==> config.mk <==
export PLATFORM = sky130hd
export DESIGN_NAME = regfile_dump_unit
export DESIGN_NICKNAME = d
export VERILOG_FILES = /design/src/rtl/regfile_dbg_pkg.sv /design/src/rtl/regfile_dump_unit.sv
export SDC_FILE = /design/constraint.sdc
export NUM_CORES = 1
export LEC_CHECK = 0
export ABC_AREA = 1
export CORE_ASPECT_RATIO = 0.8
export CORE_UTILIZATION = 25
export DETAILED_ROUTE_END_ITERATION = 10
export MAX_ROUTING_LAYER = met4
export RECOVER_POWER = 100
export SYNTH_ARGS = -nofsm -noshare
export SYNTH_HDL_FRONTEND = slang
export SYNTH_SLANG_ARGS = --single-unit
==> constraint.sdc <==
create_clock -name clk -period 1.4 [get_ports clk]
set_input_delay 0.42 -clock clk [delete_from_list [all_inputs] [get_ports clk]]
set_output_delay 0.42 -clock clk [all_outputs]
set_load 0.005 [all_outputs]
==> src/rtl/regfile_dbg_pkg.sv <==
// Shared types and default sizes for the register-file debug dump/load unit.
// Holds the FSM state encoding and the default NREGS/ADDR_W/DATA_W values.
package regfile_dbg_pkg;

  localparam int NREGS_DEF  = 32;
  localparam int ADDR_W_DEF = 5;
  localparam int DATA_W_DEF = 32;

  typedef enum logic [2:0] {
    ST_IDLE = 3'd0,
    ST_RD   = 3'd1,
    ST_SEND = 3'd2,
    ST_LOAD = 3'd3,
    ST_DONE = 3'd4
  } dump_state_t;

endpackage

==> src/rtl/regfile_dump_unit.sv <==
// Debug master for the register file port: walks every register and streams
// {addr,data} out over valid/ready, or (REGDUMP_LOAD_EN) fills every register
// from an input stream. busy stalls the core while the unit owns the port.
// Ports: clk, rst (sync, active-high); start/load command; busy, done status;
//   rf_readReg/rf_readData read port; rf_regWrite/rf_writeReg/rf_writeData
//   write port; out_valid/out_ready/out_addr/out_data/out_last dump stream;
//   in_valid/in_ready/in_data load stream (only with REGDUMP_LOAD_EN defined).
module regfile_dump_unit
  import regfile_dbg_pkg::*;
#(
  parameter int NREGS  = NREGS_DEF,
  parameter int ADDR_W = ADDR_W_DEF,
  parameter int DATA_W = DATA_W_DEF
) (
  input  logic              clk,
  input  logic              rst,
  input  logic              start,
  input  logic              load,
  output logic              busy,
  output logic              done,
  output logic [ADDR_W-1:0] rf_readReg,
  input  logic [DATA_W-1:0] rf_readData,
  output logic              rf_regWrite,
  output logic [ADDR_W-1:0] rf_writeReg,
  output logic [DATA_W-1:0] rf_writeData,
`ifdef REGDUMP_LOAD_EN
  input  logic              in_valid,
  output logic              in_ready,
  input  logic [DATA_W-1:0] in_data,
`endif
  output logic              out_valid,
  input  logic              out_ready,
  output logic [ADDR_W-1:0] out_addr,
  output logic [DATA_W-1:0] out_data,
  output logic              out_last
);

  localparam logic [ADDR_W-1:0] LAST_IDX = ADDR_W'(NREGS - 1);
  localparam logic [ADDR_W-1:0] ONE      = ADDR_W'(1);

  dump_state_t       state_q, state_d;
  logic [ADDR_W-1:0] idx_q, idx_d;
  logic              out_valid_q, out_valid_d;
  logic [ADDR_W-1:0] out_addr_q, out_addr_d;
  logic [DATA_W-1:0] out_data_q, out_data_d;
  logic              out_last_q, out_last_d;

  logic is_last;
  logic load_req;
  logic wr_fire;

  assign is_last = (idx_q == LAST_IDX);

`ifdef REGDUMP_LOAD_EN
  assign load_req     = load;
  assign in_ready     = (state_q == ST_LOAD);
  assign wr_fire      = (state_q == ST_LOAD) && in_valid;
  assign rf_writeReg  = wr_fire ? idx_q : '0;
  assign rf_writeData = wr_fire ? in_data : '0;
`else
  // Without the load path a load request simply runs a dump.
  logic unused_load;
  assign unused_load  = load;
  assign load_req     = 1'b0;
  assign wr_fire      = 1'b0;
  assign rf_writeReg  = '0;
  assign rf_writeData = '0;
`endif

  always_comb begin
    state_d     = state_q;
    idx_d       = idx_q;
    out_valid_d = out_valid_q;
    out_addr_d  = out_addr_q;
    out_data_d  = out_data_q;
    out_last_d  = out_last_q;
    unique case (state_q)
      ST_IDLE: begin
        if (start) begin
          idx_d   = '0;
          state_d = load_req ? ST_LOAD : ST_RD;
        end
      end
      ST_RD: begin
        out_data_d  = rf_readData;
        out_addr_d  = idx_q;
        out_valid_d = 1'b1;
        out_last_d  = is_last;
        state_d     = ST_SEND;
      end
      ST_SEND: begin
        if (out_ready) begin
          out_valid_d = 1'b0;
          if (out_last_q) begin
            state_d = ST_DONE;
          end else begin
            idx_d   = idx_q + ONE;
            state_d = ST_RD;
          end
        end
      end
      ST_LOAD: begin
        if (wr_fire) begin
          if (is_last) begin
            state_d = ST_DONE;
          end else begin
            idx_d = idx_q + ONE;
          end
        end
      end
      ST_DONE: begin
        // idx returns to 0 so the read port idles at register 0.
        idx_d   = '0;
        state_d = ST_IDLE;
      end
      default: begin
        idx_d       = '0;
        out_valid_d = 1'b0;
        state_d     = ST_IDLE;
      end
    endcase
  end

  always_ff @(posedge clk) begin
    if (rst) begin
      state_q     <= ST_IDLE;
      idx_q       <= '0;
      out_valid_q <= 1'b0;
      out_addr_q  <= '0;
      out_data_q  <= '0;
      out_last_q  <= 1'b0;
    end else begin
      state_q     <= state_d;
      idx_q       <= idx_d;
      out_valid_q <= out_valid_d;
      out_addr_q  <= out_addr_d;
      out_data_q  <= out_data_d;
      out_last_q  <= out_last_d;
    end
  end

  assign busy        = (state_q != ST_IDLE);
  assign done        = (state_q == ST_DONE);
  assign rf_readReg  = idx_q;
  assign rf_regWrite = wr_fire;
  assign out_valid   = out_valid_q;
  assign out_addr    = out_addr_q;
  assign out_data    = out_data_q;
  assign out_last    = out_last_q;

endmodule

# Yosys cells after proc, flatten, opt, wreduce, memory -nomap -nowiden

Index checks and enable logic that the tools add are counted.

Register bits: 47
Bits of input ports: 37
Logic and storage cells: 35

Add/sub/neg operators: 1
Mux-type cells: 10
Reductions and logical operators: 7
Equality and inequality tests: 8
Bitwise logic cells: 3

Operator list:

| kind                | count |
|---|---|
| $mux 5              | 3 |
| $pmux 5 s3          | 1 |
| $pmux 3 s4          | 1 |
| $mux 3              | 3 |
| $eq 3x2->1 const B  | 2 |
| $ne 2x2->1 const B  | 3 |
| $add 5x1->5 const B | 1 |
| $eq 5x5->1 const B  | 1 |
| $reduce_and 4->1    | 1 |
| $eq 3x1->1 const B  | 1 |
| $eq 3x3->1 const B  | 1 |
| $logic_not 3->1     | 1 |
| $not 1->1           | 3 |
| $pmux 1 s3          | 1 |
| $reduce_and 3->1    | 1 |
| $reduce_bool 3->1   | 1 |
| $reduce_or 3->1     | 1 |
| $reduce_and 2->1    | 1 |
| $reduce_or 2->1     | 1 |
| $mux 1              | 1 |

# Longest topological paths before layout

Depth after elaboration: 4
Mapped depth: 8
Mapped depth without buffers: 8

# Least setup slack after synthesis

No wires, ideal clock.

Kind: register to register
From: register idx_q[0] (netlist: rf_readReg[0])
To: register idx_q[4] (netlist: rf_readReg[4])
Data arrival time: 1.150 ns
Path buffers: 0
Stages on the path, launching flop included: 9
Period minus slack after synthesis: 1.266 ns
Path slack: 0.134 ns
Path through: dfxtp_1 > ha_1 > nand2_1 > nor2_1 > ha_1 > inv_1 > nor2_1 > nor2_1 > nor2_1

Cells in the longest elaborated chain, start to end: 4

RTL lines:

| item                   | RTL line                 | text |
|---|---|---|
| start, declared        | regfile_dump_unit.sv:42  | `logic [ADDR_W-1:0] idx_q, idx_d;` |
| start signal, assigned | regfile_dump_unit.sv:134 | `idx_q <= idx_d;` |
| $add 5x1->5            | --                       |  |
| $mux 5                 | regfile_dump_unit.sv:94  | `if (out_last_q) begin` |
| $mux 5                 | regfile_dump_unit.sv:92  | `if (out_ready) begin` |
| $pmux 5 s3             | regfile_dump_unit.sv:77  | `unique case (state_q)` |

Every way passes these cells. The select of a mux whose other input is x is not followed.
A chain may end at the register's enable or synchronous reset.

# Worst setup path after layout

From: register state_q[1]
To: output port done

Cells in the longest elaborated chain, start to end: 1

RTL lines:

| item                   | RTL line                 | text |
|---|---|---|
| start, declared        | regfile_dump_unit.sv:41  | `dump_state_t state_q, state_d;` |
| start signal, assigned | regfile_dump_unit.sv:133 | `state_q <= state_d;` |
| $eq 3x3->1             | regfile_dump_unit.sv:143 | `assign done = (state_q == ST_DONE);` |
| end, declared          | regfile_dump_unit.sv:20  | `output logic done,` |

Every way passes these cells.

==> results by group <==
Synth
  – Avg Cell Area, Syn: ~7.5 sq um
  – Sequential element share of the synthesized area: 44.2%
  – Warnings, synthesis: 0
  – FF+latch count, synth: 47
  – Synth cell types: 16
  – Cells after Synth: 283
  – Synth Cell Area: 0.00213 sq mm

Setup path
  – Worst setup EP type: output port
  – WP data required: 980 ps
  – Max FO, Critical Path: 2
  – Startpoint types: flip-flop
  – WS Path Type: flip-flop to output port
  – R2r setup slk: around 30 ps
  – CP Data Arrival Time: between 1000 and 1500 ps

Timing
  – RSZ-0062 raised after global routing: true
  – Setup slack after layout: -56.0 ps
  – Fmax achieved: 687 MHz
  – Post-route clock skew: 9.39 ps
  – Final max-slew violation count: 0
  – Setup violators final: 2
  – Final hold violation count: 0
  – Minimum clock period: around 1500 ps
  – Final Cycle Share: 104%
  – Final TNS setup: -108 ps

CTS
  – CTS tree: built
  – Clock root buffer: clkbuf_8
  – Worst-Skew Late Latency: 300 ps
  – H-tree depth: 2
  – Clock tree sinks: 47
  – Longest Clk Path Bufs: 2
  – Clock-pin slew on the worst setup and hold paths: 100 ps
  – CTS buffer count: 5

Global route
  – First-pass GRT wire length: 8550 um
  – Largest net degree at the start of global routing: 23
  – Vias in the first global route: 1837
  – GRT Util Overall: about an eighth
  – Initial antenna violation count: 0
  – GRT Residual Overflow: 0

Drt
  – Routed wire per std cell: 11.4 um
  – DRC errors left: 0
  – TritonRoute pass-1 iters: 4
  – WL final: 5560 um
  – DR iter-0 viols: 112
  – Vias per cell: about 4.2
  – Vias: roughly 2000
  – DRT antenna net count: 0

Outcome
  – Status: complete, but fails checks
  – Failing checks: setup timing

Die
  – I/O pins: ~120
  – Num rows: 29
  – Die area: 0.00889 sq mm
  – Die Y: roughly 85 um
  – Initial Utilization: 26.3%
  – Die Span X: 105 um
  – Core area: slightly above 0.008 sq mm

Cells and area
  – Share of layout cells above drive strength 1: approximately an eighth
  – Fill cells: slightly below 900
  – Nets: 419
  – Register Area: ~940 sq um
  – ANT cells: 0
  – Cell Count, Final, Fillers Out: 489
  – Multi-input gate area in the final layout: 947 sq um
  – Layout area overhead: 46.0%

Place
  – GP Congestion: 0.770
  – PortBufs: 81
  – Post-Place Cells: 475
  – DP HPWL: 3900 um
  – Setup WS pre-CTS: -284 ps

Min path
  – Worst Hold Class: input pin to flip-flop

Power and ir drop
  – Leak pwr: approximately 0.0015 uW
  – Maximum VDD drop: roughly 400 uV
  – PwrDens: ~1000 mW/mm^2

Job
  – Max-cap violation count: 0
path summary, 6_finish.rpt:
path         cells after the start            end   startpoint
min                              2   out_data[12]          rst
max reg2reg                      8  rf_readReg[2]   state_q[2]
max                              4           done   state_q[1]
min reg2reg                      2    out_addr[1]  out_addr[1]
layout make-up:
cell class                      count  area share, %
Clock inverter                      3          0.644
Tap cell                          108           4.35
Clock buffer                        5           2.21
Sequential cell                    47           30.4
Timing Repair Buffer              108           30.4
Inverter                           13           1.57
Multi-Input combinational cell    205           30.5
worst max-delay path, stage by stage, from the launching register on:
cell	delay [ps]
dfxtp_2	330
nor2_2	130
inv_1	70
nor2_1	100
buf_2	120
sequential cells by signal, summed over array words and instances, names as in the netlist:
register and count:
out_data 32, state_q 3, out_last 1, out_valid 1, rf_readReg 5, out_addr 5
layer usage:
metal,GRT usage [%],vias up,part of all wire (%),wire length (um)
met4,3.46,0,0.56,31
met5,-,-,0,0
met2,19.4,77,46,2560
met1,15.3,935,46,2540
met3,4.11,5,7.8,432
li1,-,1033,-,-
power by group:
| part | switching [uW] | total [uW] | internal [uW] |
|---|---|---|---|
| Sequential | 56.0 | 1510 | 1460 |
| Clock | 470 | 819 | 348 |
| Combinational | 461 | 887 | 427 |
metrics by stage:
step	utilization, %	total power, uW	hold WS [ps]	cell area (sq um)
floorplan	-	2040	456	2270
global placement	37.0	2450	446	3000
detailed placement	37.0	2450	453	3000
CTS	38.2	3250	336	3090
global route	38.4	3440	354	3110
finish	38.4	3220	345	3110
placed cells by master (no fill, tap or decap), drive strengths merged:
cell type / synthesis / final
o21ai: 4 / 4
ha: 2 / 2
conb: 1 / 38
clkdlybuf4s15: 0 / 1
a21oi: 41 / 41
dfxtp: 47 / 47
clkbuf: 7 / 7
nor3: 2 / 2
inv: 13 / 13
a211oi: 1 / 1
clkinvlp: 0 / 2
buf: 48 / 28
dlygate4sd2: 0 / 43
nor2: 18 / 18
nand2: 56 / 56
clkdlybuf4s50: 0 / 34
nand3: 43 / 43
clkinv: 0 / 1
synthesized netlist by cell type:
library cell	n	share of area, %
ha_1	2	1.2
a211oi_1	1	0.35
nor2_1	16	2.8
nand2_1	56	9.9
nand3_1	43	10
inv_1	11	1.9
o21ai_0	4	0.94
nor2_2	2	0.59
inv_2	2	0.35
buf_2	7	1.6
dfxtp_1	47	44
clkbuf_1	7	1.2
nor3_1	2	0.47
conb_1	1	0.18
buf_4	41	14
a21oi_1	41	9.6
repair_timing:
item | in CTS | in global routing
setup endpoints to repair | 46 | 14
hold endpoints to repair | 0 | 0
hold buffers | 0 | 0
pin swaps | 1 | 7
resized for setup | 79 | 15
buffers inserted | 4 | 2
cells by family after synthesis:
logic type               Yosys count  synth area share (%)
AND/OR/NAND/NOR                  119                  23.9
other                              1                 0.176
AO/OA/AOI/OAI                     46                  10.9
buffers and inverters             68                  19.6
flip-flops                        47                  44.2
adder cells (fa/ha/maj)            2                  1.18
Note: power is estimated with default switching activity, not from simulation.
==> RTL edit 1, RTL diff (same settings) <==
Set the package constant `DATA_W_DEF` to 28 (it was 32).
--- a/src/rtl/regfile_dbg_pkg.sv
+++ b/src/rtl/regfile_dbg_pkg.sv
@@ -4,7 +4,7 @@
 
   localparam int NREGS_DEF  = 32;
   localparam int ADDR_W_DEF = 5;
-  localparam int DATA_W_DEF = 32;
+  localparam int DATA_W_DEF = 28;
 
   typedef enum logic [2:0] {
     ST_IDLE = 3'd0,
Ports: changed (resized out_data, rf_readData and rf_writeData); port bits go from 121 to 109. The function was not compared with the original's and may differ.
==> RTL edit 1 against the unedited design <==
Synthesized area shrank 7.4%. Worst setup slack improved by 0.041 ns. Total power fell by 4.3%. The flow still finishes with violations (negative setup slack). Core utilization increased by 0.94 points. Largest power group unchanged. Sequential power is 8% lower. Wire length is 7.6% lower. Clock skew about the same. Sequential cell count fell by 4. Die area is 7.2% lower. Cell area fell by 5.1%.
==> RTL edit 1: results (changes against the unedited design) <==
* Final setup viols at 2 (unchanged)
* Clk tree area frac at 2.969% (+0.11 points)
* Clock-pin slew on the worst setup and hold paths at 0.08 ns (-0.02 ns)
* Largest register FFs at 28 (-13%)
* Top cells by count, synth: nand2_1, dfxtp_1, nand3_1
* Setup ws final at -0.01473 ns (+0.04126 ns)
* Final #Nets at 385 (-8.1%)
* Wire length on met3 at 372 um (-14%)
* Met1 WL at 2524 um (-0.63%)
* Core Area at 7497 um2 (-7.3%)
* Clock buf count at 6 (+1)
* Setup_tns at -0.02887 ns (+0.07895 ns)
* Worst-case reg-to-reg path depth at 10 (+2)
* Post-synth cell types at 20 (+4)
* Final non-clock buffer share at 30.75% (+0.35 points)
* Peak VDD IR at 0.4431 mV (+10%)
* TritonRoute pass-1 iters at 5 (+1)
* Met1 Use GR at 15.86% (+0.59 points)
* Leak Pwr at 0.001378 uW (-5.3%)
* Number of global-route vias before repair at 1660 (-9.6%)
* First-pass GRT wire length at 7741 um (-9.5%)
* Largest fanout on the critical path at 4 (+2)
* Via count at 1893 (-7.7%)
* Failing checks: negative setup slack
* Fill cells at 816 (-6.7%)
* Initial DRC Count at 58 (-48%)
* Layout cells sized above 1 at 15.71% (+2.6 points)
* Met2 Wirelength at 2223 um (-13%)
* Comb_multi_in at 189 (-7.8%)
* WP data arrival at 0.99 ns (-0.05 ns)
* Cells after DPL at 443 (-6.7%)
* HP Class: flip-flop to flip-flop
* Outcome: finished with violations
* Routed Wire Length at 5137 um (-7.6%)
* Port bufs at 73 (-9.9%)
* Sequential cell area share at 29.30% (-1.0 points)
* Post-DP HPWL at 3636 um (-6.7%)
* Met2 Track Usage GR at 19.25% (-0.13 points)
* Multi-input combinational area share at 31.13% (+0.65 points)
* GP Congestion at 0.8260 (+7.2%)
* Signal buffers at 100 (-7.4%)
* Top cells by area, synth: dfxtp_1, buf_4, nand2_1
* Area Growth Syn to Fin at 49.71%
* Register area share after synthesis at 43.68% (-0.53 points)
* Met3 usage at 4.085% (-0.030 points)
* GRT Total Usage at 12.38% (-0.023 points)
RTL edit 1: cell count changes in the layout (fill, tap and decap cells not counted), moves of 3 or more:
| cell | before | now |
|---|---|---|
| nor2_1 | 14 | 11 |
| dlygate4sd2_1 | 43 | 40 |
| nand3_1 | 43 | 36 |
| nand2_1 | 55 | 48 |
| inv_1 | 11 | 8 |
| clkdlybuf4s50_1 | 34 | 31 |
| conb_1 | 38 | 34 |
| dfxtp_1 | 45 | 40 |
| a21oi_1 | 40 | 37 |
| buf_4 | 25 | 22 |
RTL edit 1: cells by family (layout without fill, tap and decap cells):
| kind of cell | after synthesis | count (layout) | share of synthesized area [%] |
|---|---|---|---|
| adders and majority gates | 2 | 2 | 1.270 |
| and+or+nand+nor | 111 | 111 | 25.33 |
| DFF | 43 | 43 | 43.68 |
| other | 1 | 34 | 0.1903 |
| buffers and inverters | 59 | 118 | 18.73 |
| AOI/OAI and AO/OA | 42 | 42 | 10.79 |
RTL edit 1: final timing paths:
| path | start | to | slack (ns) |
|---|---|---|---|
| hold reg to reg | out_data[5] | out_data[5] | 0.46 |
| setup / recovery | state_q[1] | done | -0.01 |
| hold / removal | out_data[5] | out_data[5] | 0.46 |
| setup reg to reg | state_q[0] | rf_readReg[3] | 0.04 |
RTL edit 1: what timing repair did:
item / CTS / global route
hold buffers: 0 / 0
resized for setup: 71 / 18
endpoints found under the setup margin: 42 / 19
buffers inserted: 2 / 2
pin swaps: 0 / 4
cloned: 0 / 1
RTL edit 1: power by group:
group | internal, uW | switching, uW | total (uW)
Combinational | 439 | 455 | 894
Clock | 388 | 408 | 796
Sequential | 1330 | 55.0 | 1390
RTL edit 1: critical path, stage by stage, from the launching register on:
cell,delay [ns]
dfxtp_2,0.33
inv_2,0.08
nand2_2,0.06
nor2_2,0.11
clkbuf_2,0.12
==> RTL edit 2, RTL diff (same flow settings) <==
Made on the original files. Encoding of `dump_state_t`: now one-hot (5 bits for 5 states).
--- a/src/rtl/regfile_dbg_pkg.sv
+++ b/src/rtl/regfile_dbg_pkg.sv
@@ -6,12 +6,12 @@
   localparam int ADDR_W_DEF = 5;
   localparam int DATA_W_DEF = 32;
 
-  typedef enum logic [2:0] {
-    ST_IDLE = 3'd0,
-    ST_RD   = 3'd1,
-    ST_SEND = 3'd2,
-    ST_LOAD = 3'd3,
-    ST_DONE = 3'd4
+  typedef enum logic [4:0] {
+    ST_IDLE = 5'b00001,
+    ST_RD   = 5'b00010,
+    ST_SEND = 5'b00100,
+    ST_LOAD = 5'b01000,
+    ST_DONE = 5'b10000
   } dump_state_t;
 
 endpackage
Behaviour: no difference found for any inputs over 10 cycles, from zero or initial values and one cycle with rst high; not proved beyond that.
==> RTL edit 2 against the unedited design <==
The flow still finishes with violations (negative setup slack). Non-clock buffer count up 4. Sequential cell count up 1. Worst setup slack worse by 0.039 ns. Global-route usage down 0.27 points. Synthesized cell count down 1.4%. Total power up 10%. Clock skew down 0.0045 ns. Cell area up 5.8%. Synthesized area up 0.65%. Wire length down 3.0%.
==> RTL edit 2: results (changes against the unedited design) <==
* R2r setup slk at -0.02 ns (-0.05 ns)
* Post-DP HPWL at 3877 um (-0.52%)
* HP Start: out_data[0]
* Peak VDD IR at 0.4211 mV (+4.8%)
* Met2 Wirelength at 2560 um (+0.12%)
* # Post-CTS Setup Buffers at 6 (+2)
* Routed len/inst at 10.90 um (-4.2%)
* Pint at 2496 uW (+12%)
* Setup_tns at -0.2268 ns (-0.1190 ns)
* Final setup viols at 12 (+10)
* Post-cts sizing count at 86 (+8.9%)
* Register area share after synthesis at 44.86% (+0.65 points)
* Drt via density at 3.917 (-6.6%)
* Wire length on met3 at 234 um (-46%)
* Slowest CP cell: dfxtp_4
* Fill cells at 855 (-2.3%)
* Layout cells sized above 1 at 23.26% (+10 points)
* Final #Nets at 425 (+1.4%)
* Setup ws final at -0.09533 ns (-0.03934 ns)
* Hold Path End: out_data[0]
* Failing checks: negative setup slack
* Switching power at 1053 uW (+6.7%)
* Critical Path Sink: busy
* Outcome: finished with violations
* Worst r2r src: state_q[0]
* TritonRoute pass-1 iters at 2 (-2)
* GRT Total Usage at 12.14% (-0.27 points)
-- RTL edit 2: cell types whose count changed after synthesis, moves of 2 or more --
cell and change:
buf_6 +3, nand2_1 -41, buf_4 -3, nor2_1 +68, buf_2 -5, nor2_4 +2, nand2_2 +3, nand3_1 -36
o21ai_0 +35, a21oi_1 -37
-- RTL edit 2: worst max-delay path, delay by kind of cell, from the launching register on --
kind | cells | cell delay [ns]
buffers and inverters | 2 | 0.24
AND/OR/NAND/NOR | 2 | 0.17
flip-flops | 1 | 0.37
-- RTL edit 2: kinds of logic (layout without fill, tap and decap cells) --
kind of cell               Yosys count  after routing  synth area share (%)
and+or+nand+nor                    118            119                 23.54
buffers and inverters               64            134                 19.04
DFF                                 48             48                 44.86
AOI/OAI and AO/OA                   45             45                 10.81
adders and majority gates            2              2                 1.168
other                                1             38                0.1751
xor gates and xnor gates             1              1                0.4090
-- RTL edit 2: layout make-up --
| cell class | count | area share, % |
|---|---|---|
| well taps | 108 | 4.110 |
| repair buffers | 112 | 31.20 |
| flip-flops and latches | 48 | 30.56 |
| clock buffers | 6 | 2.511 |
| clock inverters | 2 | 0.4566 |
| inverters | 14 | 1.750 |
| multi-input cells | 205 | 29.41 |
-- RTL edit 2: per-stage QoR --
stage               hold WS (ns)  worst slack, ns  cell area (um2)  std cells  utilization, %
floorplan                 0.4495           0.1682             2281        316               -
global placement          0.4490          -0.1912             3069        478           37.76
detailed placement        0.4578          -0.2078             3069        478           37.76
CTS                       0.4814          -0.1666             3211        492           39.50
global route              0.5017          -0.1492             3288        495           40.46
finish                    0.4753         -0.09533             3288        495           40.46
-- RTL edit 2: metal layers --
metal / vias up / global-route usage (%)
met5: - / -
met2: 57 / 19.86
met1: 861 / 14.90
met3: 7 / 2.252
li1: 1014 / -
met4: 0 / 4.545
